===== src/rtl/verifuck_stdin_if.sv =====
// Byte stream from the UART receiver FIFO to the CPU's ',' instruction.
//   stdin       : byte at FIFO head
//   stdin_valid : FIFO non-empty
//   stdin_ready : consumer takes the head byte when both are high
// master = receiver side, slave = CPU side.
interface verifuck_stdin_if;
  logic [7:0] stdin;
  logic       stdin_valid;
  logic       stdin_ready;

  modport master (output stdin, output stdin_valid, input stdin_ready);
  modport slave  (input stdin, input stdin_valid, output stdin_ready);
endinterface


===== src/rtl/verifuck_stdin.sv =====
// UART (8N1) receiver feeding a small byte FIFO that serves the CPU's
// stdin stream.
//   clk, rst_n  : clock, asynchronous active-low reset
//   uart_rx_pin : raw serial line, idle high, LSB first
//   io          : stdin / stdin_valid / stdin_ready handshake (master)
//   frame_err   : sticky, a frame ended with stop bit = 0
//   overrun     : sticky, a good byte was dropped because the FIFO was full
//   err_clr     : synchronous clear of both sticky flags (a same-cycle set wins)
module verifuck_stdin #(
  parameter int UART_RX_BAUD = 16,
  parameter int FIFO_DEPTH   = 4
) (
  input  logic              clk,
  input  logic              rst_n,
  input  logic              uart_rx_pin,
  verifuck_stdin_if.master  io,
  output logic              frame_err,
  output logic              overrun,
  input  logic              err_clr
);
  localparam int AW = $clog2(FIFO_DEPTH);
  localparam logic [15:0] HALF = 16'(UART_RX_BAUD / 2 - 1);
  localparam logic [15:0] FULL = 16'(UART_RX_BAUD - 1);
  localparam logic [AW:0] PTR_ONE = (AW + 1)'(1);

  typedef enum logic [2:0] {IDLE, START, DATA, STOP, WAIT_IDLE} state_t;

  // ---------------- synchronizer ----------------
  logic       s1, rx;
  logic [1:0] sync_ok;   // fills with 1s once the chain holds real line samples
  logic       armed;     // line has been seen high since reset

  always_ff @(posedge clk or negedge rst_n) begin
    if (!rst_n) begin
      s1      <= 1'b1;
      rx      <= 1'b1;
      sync_ok <= 2'b00;
      armed   <= 1'b0;
    end else begin
      s1      <= uart_rx_pin;
      rx      <= s1;
      sync_ok <= {sync_ok[0], 1'b1};
      if (sync_ok[1] && rx) armed <= 1'b1;
    end
  end

  // ---------------- receiver FSM ----------------
  state_t      state, state_n;
  logic [15:0] cnt;
  logic [2:0]  idx;
  logic [7:0]  shreg, push_data;
  logic        push_pend;
  logic        ld_half, ld_full, dec, smp, idx_clr, push_set, ferr_set;

  always_ff @(posedge clk or negedge rst_n) begin
    if (!rst_n) state <= IDLE;
    else        state <= state_n;
  end

  // A low line before it has been seen high since reset is the tail of an
  // aborted frame, so it is parked in WAIT_IDLE instead of starting.
  always_comb begin
    state_n = state;
    case (state)
      IDLE:      if (sync_ok[1] && !rx) state_n = armed ? START : WAIT_IDLE;
      START:     if (cnt == 16'd0) state_n = rx ? IDLE : DATA;
      DATA:      if (cnt == 16'd0 && idx == 3'd7) state_n = STOP;
      STOP:      if (cnt == 16'd0) state_n = rx ? IDLE : WAIT_IDLE;
      WAIT_IDLE: if (rx) state_n = IDLE;
      default:   state_n = IDLE;
    endcase
  end

  always_comb begin
    ld_half  = 1'b0;
    ld_full  = 1'b0;
    dec      = 1'b0;
    smp      = 1'b0;
    idx_clr  = 1'b0;
    push_set = 1'b0;
    ferr_set = 1'b0;
    case (state)
      IDLE:  ld_half = sync_ok[1] && !rx && armed;
      START: if (cnt == 16'd0) begin
               ld_full = !rx;
               idx_clr = !rx;
             end else dec = 1'b1;
      DATA:  if (cnt == 16'd0) begin
               smp     = 1'b1;
               ld_full = 1'b1;
             end else dec = 1'b1;
      STOP:  if (cnt == 16'd0) begin
               push_set = rx;
               ferr_set = !rx;
             end else dec = 1'b1;
      default: ;
    endcase
  end

  always_ff @(posedge clk or negedge rst_n) begin
    if (!rst_n) begin
      cnt       <= '0;
      idx       <= '0;
      shreg     <= '0;
      push_pend <= 1'b0;
      push_data <= '0;
    end else begin
      if (ld_half)      cnt <= HALF;
      else if (ld_full) cnt <= FULL;
      else if (dec)     cnt <= cnt - 16'd1;
      if (idx_clr)  idx <= '0;
      else if (smp) idx <= idx + 3'd1;
      if (smp) shreg[idx] <= rx;
      // byte enters the FIFO one cycle after the stop-bit sample
      push_pend <= push_set;
      if (push_set) push_data <= shreg;
    end
  end

  // ---------------- FIFO ----------------
  logic [7:0] mem [FIFO_DEPTH];
  logic [AW:0] wptr, rptr;
  logic        full, empty, pop, push;

  assign empty = (wptr == rptr);
  assign full  = (wptr[AW] != rptr[AW]) && (wptr[AW-1:0] == rptr[AW-1:0]);
  assign pop   = !empty && io.stdin_ready;
  // a pop in the same cycle frees the slot the push needs
  assign push  = push_pend && (!full || pop);

  assign io.stdin       = mem[rptr[AW-1:0]];
  assign io.stdin_valid = !empty;

  always_ff @(posedge clk or negedge rst_n) begin
    if (!rst_n) begin
      wptr <= '0;
      rptr <= '0;
      for (int i = 0; i < FIFO_DEPTH; i++) mem[i] <= 8'h00;
    end else begin
      if (push) begin
        mem[wptr[AW-1:0]] <= push_data;
        wptr <= wptr + PTR_ONE;
      end
      if (pop) rptr <= rptr + PTR_ONE;
    end
  end

  // ---------------- sticky errors ----------------
  always_ff @(posedge clk or negedge rst_n) begin
    if (!rst_n) begin
      frame_err <= 1'b0;
      overrun   <= 1'b0;
    end else begin
      if (ferr_set)     frame_err <= 1'b1;
      else if (err_clr) frame_err <= 1'b0;
      if (push_pend && !push) overrun <= 1'b1;
      else if (err_clr)       overrun <= 1'b0;
    end
  end
endmodule

===== src/flat_wrapper.sv =====
// flat-port wrapper written by rule: the top's interface ports become plain ports
module verifuck_stdin_flat 
#(
  parameter int UART_RX_BAUD = 16,
  parameter int FIFO_DEPTH   = 4
)
  (clk, rst_n, uart_rx_pin, frame_err, overrun, err_clr, io_stdin, io_stdin_valid, io_stdin_ready);
  verifuck_stdin_if io_i ();
  input  logic clk;
  input  logic rst_n;
  input  logic uart_rx_pin;
  output logic frame_err;
  output logic overrun;
  input  logic err_clr;
  output wire logic [$bits(io_i.stdin)-1:0] io_stdin;
  output wire logic [$bits(io_i.stdin_valid)-1:0] io_stdin_valid;
  input wire logic [$bits(io_i.stdin_ready)-1:0] io_stdin_ready;
  assign io_stdin = io_i.stdin;
  assign io_stdin_valid = io_i.stdin_valid;
  assign io_i.stdin_ready = io_stdin_ready;
  verifuck_stdin #(.UART_RX_BAUD(UART_RX_BAUD), .FIFO_DEPTH(FIFO_DEPTH)) u_core (.clk(clk), .rst_n(rst_n), .uart_rx_pin(uart_rx_pin), .io(io_i), .frame_err(frame_err), .overrun(overrun), .err_clr(err_clr));
endmodule

===== config.mk =====
export PLATFORM = sky130hd
export DESIGN_NAME = verifuck_stdin_flat
export DESIGN_NICKNAME = d
export VERILOG_FILES = /design/src/rtl/verifuck_stdin_if.sv /design/src/rtl/verifuck_stdin.sv /design/src/flat_wrapper.sv
export SDC_FILE = /design/constraint.sdc
export NUM_CORES = 1
export LEC_CHECK = 0
export CORE_UTILIZATION = 57
export CTS_BUF_LIST = sky130_fd_sc_hd__clkbuf_8
export DETAILED_ROUTE_END_ITERATION = 10
export PLACE_DENSITY = 0.78
export RECOVER_POWER = 25
export SYNTH_ARGS = -nofsm -noshare
export SYNTH_HDL_FRONTEND = slang
export SYNTH_SLANG_ARGS = --single-unit

===== constraint.sdc =====
create_clock -name clk -period 1.95 [get_ports clk]
set_input_delay 0.4875 -clock clk [delete_from_list [all_inputs] [get_ports clk]]
set_output_delay 0.4875 -clock clk [all_outputs]
set_load 0.01 [all_outputs]

==> metrics.csv <==
metric,value,unit
dieArea,0.00740,mm^2
track_usage,23.2,%
timing_worst_setup_path_type,flop to output port,
p_comb_share,40.9,%
endpoint_kind,output port,
top_layer,met4,
power.clock.fraction,20.8,%
finalHoldViolations,0,
cpMaxStageDelayCell,mux4_2,
postLayoutCoreUtil,72.5,%
ir_drop,0.872,mV
crit_path_cell_trace,"buf_12, mux4_2, buf_2",
synth_cell_types,56,
power_density,1140,mW/mm^2
cts_tree,built,
synthToLayoutAreaGrowth,22.4,%
drtIter0Drc,189,
crit_arrival,1.56,ns
antenna_found_initial,0,
fin_crit,2.04,ns
cts_max_level,3,
core,0.00679,mm^2
rsz0062_at_grt,yes,
fmax,490,MHz
hpwl,5.37,mm
dr.pass1.iters,5,
final_nets,386,
synth_area,0.00403,mm^2
worst-path-max-fanout,8,
m1WireLength,3.67,mm
grt_pass1_vias,2702,
grt_max_degree,37,
switchingPower,2.07,mW
syn-num-nets,324,
die_w,86.0,um
fp.dieH,86.0,um
swShare,36.8,%
overflow,0,
clockRootBuffer,clkbuf_8,
synthFlopType,dfrtp_1,
avgRoutedWirePerCell,17.2,um
seqPwrFrac,38.3,%
maxSlewHeadroom,34.7,%
gp_congestion,0.793,
most-common-layout-cells,"dfrtp_1, buf_4, mux2_2",
worstMarginPinSlew,0.979,ns
async_flop_share,100,%
period_share,105,%
cp-start-kind,flop,
yosys_warnings,0,
clock_sinks,84,
placed_cells,448,
synth_edf_count,0,
clock_latency,0.36,ns
route.met2.wl,4.12,mm
worst_clock_skew,0.00915,ns
met3_length,197,um
final_cells,473,
drc_errors,0,
drive_gt1_share,43.0,%
status,"complete, but fails checks",
portBuffers,15,
pre_cts_slack,-0.0585,ns
yosysSeqAreaShare,52.3,%
initial_core_util,59.3,%
rows,30,
syn_area_per_cell,13.0,um^2
setup_ws,-0.0927,ns
p_leak,2.28,nW
setup_viol,13,
drv_slew,0,
worstPathRequired,1.46,ns
reg2reg_slack,-0.05,ns
p_int,3.56,mW
clkTransAtPathRegs,0.09,ns
numCtsBuffers,9,
drt_wl_total,8.12,mm
pin_count,16,
ys_seq_elements,84,
violations,setup timing,
cts_buffer_depth,2,
synthCells,310,
ant_nets,0,
vias_per_cell,5.87,
final_common_cell,dfrtp_1,
drv_cap,0,
antenna_cells,0,
num_vias,2777,
max_stage_delay,0.49,ns
worstHoldPathType,primary input to asynchronous set/reset pin,
ctsHoldBuffers,0,
grt_pass1_wl,13.2,mm
==> flip-flops by register name, summed over array words and instances, names as in the netlist <==
register / count
u_core.cnt: 16
u_core.frame_err: 1
u_core.sync_ok: 2
u_core.mem: 32
u_core.wptr: 3
u_core.shreg: 8
u_core.armed: 1
u_core.rptr: 3
u_core.overrun: 1
u_core.s1: 1
u_core.state: 3
u_core.idx: 3
u_core.push_data: 8
u_core.rx: 1
u_core.push_pend: 1
==> cell type report <==
class	instances	area, um^2
Sequential cell	84	2100
Multi-Input combinational cell	206	1930
Inverter	9	33.8
Fill cell	439	1870
Clock buffer	9	124
Clock inverter	7	68.8
Timing Repair Buffer	62	549
Tap cell	96	120
==> synth_stat cells (4+ instances only) <==
library cell,number,share of area (%)
nand2_1,11,1.0
nor2_1,5,0.47
mux2_2,37,10
mux2_1,7,2.0
nand4_1,6,0.93
nand3_1,6,0.75
inv_1,9,0.84
ha_1,9,2.8
or4_1,8,1.5
mux4_2,8,4.5
clkbuf_1,5,0.47
mux2_4,8,3.0
o31ai_1,4,0.75
o21ai_0,14,1.7
nand4b_1,5,1.1
dfrtp_1,82,51
or3_1,6,0.93
a21oi_1,15,1.9
xnor2_1,6,1.3
==> stage by stage <==
stage | cell area, um^2 | setup TNS, ns | hold slack, ns | power [mW]
2_1_floorplan | 4030 | -0.348 | 0.192 | 3.37
3_3_place_gp | 4570 | -0.285 | 0.337 | 4.05
3_5_place_dp | 4570 | -1.02 | 0.340 | 4.13
4_1_cts | 4750 | -0.863 | 0.0964 | 5.40
5_1_grt | 4930 | -2.07 | 0.351 | 5.97
6_report | 4930 | -0.802 | 0.279 | 5.63
==> critical path, delay by kind of cell, from the launching register on <==
kind / cells / cell delay [ns]
flops: 1 / 0.40
mux: 1 / 0.49
buf+inv: 2 / 0.30
==> power groups by stage <==
stage	Sequential [mW]	Combinational [mW]	Clock, mW
floorplan	2.14	1.23	0
global placement	2.16	1.89	0
detailed placement	2.17	1.96	0
CTS	2.14	2.05	1.21
global route	2.18	2.51	1.28
finish	2.16	2.30	1.17
==> cells by family (layout without fill, tap and decap cells) <==
group                      Yosys count  after routing  synth area share, %
AOI/OAI and AO/OA                   47             47                 7.37
and+or+nand+nor                     80             82                 13.5
buffers and inverters               22             87                 2.70
muxes                               60             60                 19.8
other                                1              1               0.0931
xor gates and xnor gates             7              7                 1.52
DFF                                 84             84                 52.3
adders and majority gates            9              9                 2.80
==> final timing paths <==
check	startpoint	to	cells past startpoint
min in group clk	u_core.s1	u_core.rx	0
setup reg to reg	u_core.cnt[3]	u_core.cnt[8]	4
max in group asynchronous	rst_n	u_core.s1	2
hold reg to reg	u_core.s1	u_core.rx	0
setup / recovery	u_core.rptr[0]	io_stdin[6]	3
hold / removal	rst_n	u_core.wptr[1]	1
==> layer usage <==
metal	track usage, %	vias to the layer above
met4	8.64	0
met5	0	-
met1	31.5	1429
met2	37.0	45
li1	-	1290
met3	4.72	13
==> what timing repair did <==
item,CTS,global route
resized for setup,39,20
buffers inserted,1,5
pin swaps,1,9
cloned,1,2
endpoints found under the setup margin,14,46
Note: power is estimated with default switching activity, not from simulation.
